--- src/rtl/instr_decode_if.sv ---
// Decode-stage bus: the fetched instruction in, the registered decoded fields out.
// The master drives the instruction; the slave (the decoder) drives the fields.
interface instr_decode_if;
  logic [31:0] instr_in;
  logic [5:0]  opcode;
  logic [9:0]  rs_rt;
  logic [4:0]  rwd;
  logic [31:0] instr_out;

  modport master (
    output instr_in,
    input  opcode,
    input  rs_rt,
    input  rwd,
    input  instr_out
  );

  modport slave (
    input  instr_in,
    output opcode,
    output rs_rt,
    output rwd,
    output instr_out
  );
endinterface

--- src/rtl/instr_decode.sv ---
// MIPS-style instruction-decode stage: slices opcode and {rs,rt}, chooses the
// destination register index and registers everything one cycle after instr_in.
module instr_decode (
  input  logic              clk,
  input  logic              rst,
  instr_decode_if.slave     bus
);

  typedef enum logic [1:0] {
    DST_NONE,
    DST_RD,
    DST_RT,
    DST_RA
  } dst_sel_e;

  localparam logic [5:0] FUNCT_JR = 6'b001000;
  localparam logic [4:0] REG_RA   = 5'd31;

  logic [5:0]  op_w;
  logic [4:0]  rt_w;
  logic [4:0]  rd_w;
  logic [5:0]  funct_w;
  dst_sel_e    dst_sel;

  logic [5:0]  opcode_d,    opcode_q;
  logic [9:0]  rs_rt_d,     rs_rt_q;
  logic [4:0]  rwd_d,       rwd_q;
  logic [31:0] instr_d,     instr_q;

  assign op_w    = bus.instr_in[31:26];
  assign rt_w    = bus.instr_in[20:16];
  assign rd_w    = bus.instr_in[15:11];
  assign funct_w = bus.instr_in[5:0];

  // Destination class per opcode; anything without a register write maps to $0.
  always_comb begin
    dst_sel = DST_NONE;
    casez (op_w)
      6'b000000: dst_sel = (funct_w == FUNCT_JR) ? DST_NONE : DST_RD;
      6'b000011: dst_sel = DST_RA;
      6'b001???: dst_sel = DST_RT;
      6'b100000,
      6'b100001,
      6'b100011,
      6'b100100,
      6'b100101: dst_sel = DST_RT;
      default:   dst_sel = DST_NONE;
    endcase
  end

  always_comb begin
    opcode_d = op_w;
    rs_rt_d  = bus.instr_in[25:16];
    instr_d  = bus.instr_in;
    rwd_d    = '0;
    unique case (dst_sel)
      DST_RD:   rwd_d = rd_w;
      DST_RT:   rwd_d = rt_w;
      DST_RA:   rwd_d = REG_RA;
      default:  rwd_d = '0;
    endcase
  end

  always_ff @(posedge clk) begin
    if (rst) begin
      opcode_q <= '0;
      rs_rt_q  <= '0;
      rwd_q    <= '0;
      instr_q  <= '0;
    end else begin
      opcode_q <= opcode_d;
      rs_rt_q  <= rs_rt_d;
      rwd_q    <= rwd_d;
      instr_q  <= instr_d;
    end
  end

  assign bus.opcode    = opcode_q;
  assign bus.rs_rt     = rs_rt_q;
  assign bus.rwd       = rwd_q;
  assign bus.instr_out = instr_q;

endmodule

--- src/flat_wrapper.sv ---
// flat-port wrapper written by rule: the top's interface ports become plain ports
module instr_decode_flat 
  (clk, rst, bus_instr_in, bus_opcode, bus_rs_rt, bus_rwd, bus_instr_out);
  instr_decode_if bus_i ();
  input  logic clk;
  input  logic rst;
  input wire logic [$bits(bus_i.instr_in)-1:0] bus_instr_in;
  output wire logic [$bits(bus_i.opcode)-1:0] bus_opcode;
  output wire logic [$bits(bus_i.rs_rt)-1:0] bus_rs_rt;
  output wire logic [$bits(bus_i.rwd)-1:0] bus_rwd;
  output wire logic [$bits(bus_i.instr_out)-1:0] bus_instr_out;
  assign bus_i.instr_in = bus_instr_in;
  assign bus_opcode = bus_i.opcode;
  assign bus_rs_rt = bus_i.rs_rt;
  assign bus_rwd = bus_i.rwd;
  assign bus_instr_out = bus_i.instr_out;
  instr_decode u_core (.clk(clk), .rst(rst), .bus(bus_i));
endmodule
--- config.mk ---
export PLATFORM = sky130hd
export DESIGN_NAME = instr_decode_flat
export DESIGN_NICKNAME = d
export VERILOG_FILES = /design/src/rtl/instr_decode_if.sv /design/src/rtl/instr_decode.sv /design/src/flat_wrapper.sv
export SDC_FILE = /design/constraint.sdc
export NUM_CORES = 1
export LEC_CHECK = 0
export BUFFER_PORTS_ARGS = -buffer_cell sky130_fd_sc_hd__buf_2
export CORE_ASPECT_RATIO = 1.5
export CORE_MARGIN = 3
export CORE_UTILIZATION = 43
export DETAILED_ROUTE_END_ITERATION = 16
export GPL_TIMING_DRIVEN = 0
export PLACE_DENSITY = 0.83
export SLEW_MARGIN = 20
export SYNTH_ARGS = -nofsm -noshare
export SYNTH_HDL_FRONTEND = slang
export SYNTH_SLANG_ARGS = --single-unit
--- constraint.sdc ---
create_clock -name clk -period 4 [get_ports clk]
set_input_delay 0.8 -clock clk [delete_from_list [all_inputs] [get_ports clk]]
set_output_delay 0.8 -clock clk [all_outputs]
set_load 0.01 [all_outputs]
---- Yosys cells after proc, flatten, opt, wreduce, memory -nomap -nowiden ----
Index checks and enable logic that the tools add are counted.
word-level totals
  output and inout bits ................... 53
  register bits after elaboration ......... 53
  input bits .............................. 34
operators by class
  mux-type cells .......................... 3
  equal/unequal tests ..................... 11
  reduce and logical (&&, ||, !) cells .... 2
operator list
  operator            count
  $eq 6x6->1 const B  5
  $pmux 5 s3          1
  $eq 6x2->1 const B  1
  $eq 6x4->1 const B  1
  $logic_not 6->1     1
  $pmux 2 s3          1
  $reduce_or 6->1     1
  $eq 2x2->1 const B  2
  $eq 3x1->1 const B  1
  $eq 2x1->1 const B  1
  $mux 1              1

---- Depth between registers and ports, before layout ----
  depth in word-level cells ............... 5
  mapped depth ............................ 4
  gate-level depth less buffers ........... 4

---- Worst setup path after synthesis ----
No wires, ideal clock.
  path kind ............................... in2reg
  start ................................... input bus_instr_in[31]
  end ..................................... register u_core.rwd_q[3], in the netlist u_core.bus.rwd[3]
  stages .................................. 4
  buffers on the path ..................... 0
  library setup time ...................... 0.073 ns
  arrival time ............................ 1.924 ns
  data required time ...................... 3.927 ns
  setup slack ............................. 2.003 ns
  cells stage by stage .................... or4_4 -> a211oi_4 -> a2bb2oi_2 -> nor3b_2
on the way
  word-level cells in the longest chain between the ends .. 5
  elaborated cells between the ends (all ways) .. 14
  those cells by class .................... eq/ne (10); mux (2); reduce/logical (2)
ends and longest elaborated chain
  what                                             RTL line            text
  from (decl)                                      flat_wrapper.sv:7   input wire logic [$bits(bus_i.instr_in)-1:0] bus_instr_in;
  $eq 6x6->1 / $eq 3x1->1 (equally long branches)  instr_decode.sv:38  casez (op_w)
  $reduce_or 6->1 (no line)                        -
  $pmux 2 s3 (*)                                   instr_decode.sv:38
  $eq 2x2->1 / $eq 2x1->1 (equally long branches)  instr_decode.sv:56  unique case (dst_sel)
  $pmux 5 s3 (*)                                   instr_decode.sv:56
  to (signal assigned)                             instr_decode.sv:73  rwd_q <= rwd_d;
  to (decl)                                        instr_decode.sv:27  logic [4:0] rwd_d, rwd_q;
Mark *: on every way between the ends. The rest lies on a longest branch, timed or not.
A chain may end at the register's enable or synchronous reset.

---- Worst setup path after layout ----
  start ................................... input bus_instr_in[30]
  end ..................................... register u_core.rwd_q[3], in the netlist u_core.bus.rwd[3]
The elaborated chain is that of the path after synthesis.

==> impl_metrics.tcl <==
set metrics [dict create \
    post_cts_resized 0 \
    final_cell_mix "buf_2, dfxtp_1, nor2b_1, buf_4, clkbuf_8" \
    crit_path_end_kind "flip-flop" \
    via_per_inst 4.39 \
    die_x_um 50.3 \
    ys_warn_count 0 \
    cts_buffers 5 \
    syn_area_um2 1270 \
    synth_nets 151 \
    drt_first_pass_iters 2 \
    io_buffers 86 \
    coreArea_um2 2730 \
    place.gp.congestion 0.702 \
    drv_cap 0 \
    post_cts_buffers 0 \
    n_fill_cell 244 \
    syn_area_per_cell_um2 10.8 \
    grt_usage_pct 15.9 \
    tns_ns 0 \
    setup_viol 0 \
    startpoint "bus_instr_in[30]" \
    hold_buffers 0 \
    startpoint_type "input port" \
    cp.arrival_ns 2.14 \
    clk_root_buffer_cell "clkbuf_8" \
    ys.flop_type "dfxtp_1" \
    dieArea_um2 3650 \
    rsz0062_at_grt "false" \
    row_count 23 \
    leakage_nw 0.957 \
    syn2layout_area_growth_pct 45.7 \
    grt.overflow.total 0 \
    combPwrFrac_pct 13.2 \
    internal_power_w 0.000596 \
    crit_end "u_core.bus.rwd[3]" \
    power_w 0.000770 \
    cts_htree_levels 2 \
    route.layer.met1.wl_um 929 \
    utilization_pct 67.5 \
    tightest_slew_ns 0.556 \
    finalHoldViolCount 0 \
    maxUsedRoutingLayer "met4" \
    cp_max_fo 9 \
    crit_type "input port to flip-flop" \
    final_common_cell "buf_2" \
    ant_nets 0 \
    initial_core_util_pct 46.3 \
    route.met3.wl_um 296 \
    seq_area_frac_synth_pct 58.5 \
    ys_ff_latch 37 \
    drt_drc_violations_left 0 \
    grt_first_pass_wirelength_mm 4.38 \
    swShare_pct 22.5 \
    pwr-share-seq_pct 51.0 \
    place_hpwl_mm 2.20 \
    p_per_area_nw_per_um2 417 \
    clock_power_share_pct 35.7 \
    required_ns 4.21 \
    drt_first_iter_violations 11 \
    cts_tree "yes" \
    grt_max_degree 12 \
    clock_sinks 37 \
    post-route-period-util_pct 48.3 \
    synth_cell_types 21 \
    outcome "finished clean" \
    grt_pass1_vias 1039 \
    wirelength_mm 2.79 \
    wl_met2_mm 1.50 \
    drive_gt1_share_pct 54.0 \
    synth_edf_count 0 \
    clk_pin_slew_ns 0.07 \
    ys_async_sr_fraction_pct 0 \
    num-nets-final 244 \
    period_minus_slack_ns 1.93 \
    num_io_pins 87 \
    num_vias 1088 \
    min_path_type "input port to flip-flop" \
    syn_inst 117 \
    p_switching_w 0.000173 \
    antenna_found_initial 0 \
    fmax_mhz 518 \
    fp.dieH_um 72.5 \
    antenna_cells 0 \
    clockBufferDepth 2 \
    maxSlewHeadroom_pct 62.4 \
    wl_per_cell_um 11.2 \
    maxSlewViolCount 0 \
    vdd_drop_max_uv 286 \
]
## routing by layer
layer | GRT usage, % | vias up
met5 | 0 | -
met4 | 6.89 | 0
met3 | 6.98 | 9
met2 | 29.7 | 58
met1 | 14.4 | 480
li1 | - | 541
## worst min-delay path by stage
stage / from / endpoint / slack [ns] / cells after the start
2_1_floorplan: rst / u_core.bus.instr_out[11] / 0.88 / 1
3_3_place_gp: bus_instr_in[24] / u_core.bus.instr_out[24] / 1.01 / 2
3_5_place_dp: bus_instr_in[21] / u_core.bus.instr_out[21] / 1.01 / 2
4_1_cts: bus_instr_in[8] / u_core.bus.instr_out[8] / 0.72 / 2
5_1_grt: bus_instr_in[24] / u_core.bus.instr_out[24] / 0.72 / 2
6_report: bus_instr_in[8] / u_core.bus.instr_out[8] / 0.72 / 2
## registers in the layout, summed over array words and instances (netlist names)
name,flops
u_core.bus.rwd,5
u_core.bus.instr_out,32
## through the flow
| stage | worst slack [ns] | hold slack (ns) | cells | area (um2) |
|---|---|---|---|---|
| after detailed placement | 1.79 | 1.01 | 240 | 1740 |
| after CTS | 2.06 | 0.717 | 248 | 1840 |
| after floorplan | 2.00 | 0.883 | 117 | 1270 |
| final | 2.07 | 0.722 | 248 | 1840 |
| after global placement | 1.79 | 1.01 | 240 | 1740 |
| after global routing | 1.98 | 0.716 | 248 | 1840 |
## cells in the mapped netlist, types with 3 or more instances
cell | n | share of area, %
a21oi_1 | 5 | 2.0
buf_4 | 16 | 9.5
clkbuf_1 | 3 | 0.89
dfxtp_1 | 37 | 58
nand2_1 | 4 | 1.2
nor2_1 | 6 | 1.8
nor2b_1 | 32 | 16
## final cells by class
type | instances | area [um2] | share of cell area [%]
flip-flops and latches | 37 | 741 | 40.2
repair buffers | 86 | 430 | 23.3
multi-input cells | 61 | 394 | 21.4
plain buffers | 19 | 131 | 7.12
clock buffers | 7 | 96.3 | 5.22
well taps | 37 | 46.3 | 2.51
clock inverters | 1 | 5.00 | 0.271
## power groups by stage
| stage | Clock (W) | Sequential, W | Combinational [W] |
|---|---|---|---|
| after floorplan | 0 | 0.000412 | 0.0000415 |
| after global placement | 0 | 0.000401 | 0.000101 |
| after detailed placement | 0 | 0.000401 | 0.000103 |
| after CTS | 0.000286 | 0.000393 | 0.000104 |
| after global routing | 0.000302 | 0.000395 | 0.000111 |
| final | 0.000275 | 0.000393 | 0.000102 |
## critical path, stage by stage
cell and delay (ns):
buf_2 0.14, or4_4 0.53, a211oi_4 0.41, a2bb2oi_2 0.12, nor3b_2 0.15
## cells by family after synthesis
logic type             Yosys count  share of synthesized area, %
XOR/XNOR                         1                         0.692
AND/OR/NAND/NOR                 51                          24.7
buffers and inverters           19                          10.4
AO/OA/AOI/OAI                    9                          5.73
flip-flops                      37                          58.5
Power figures use the tool's default switching activity.
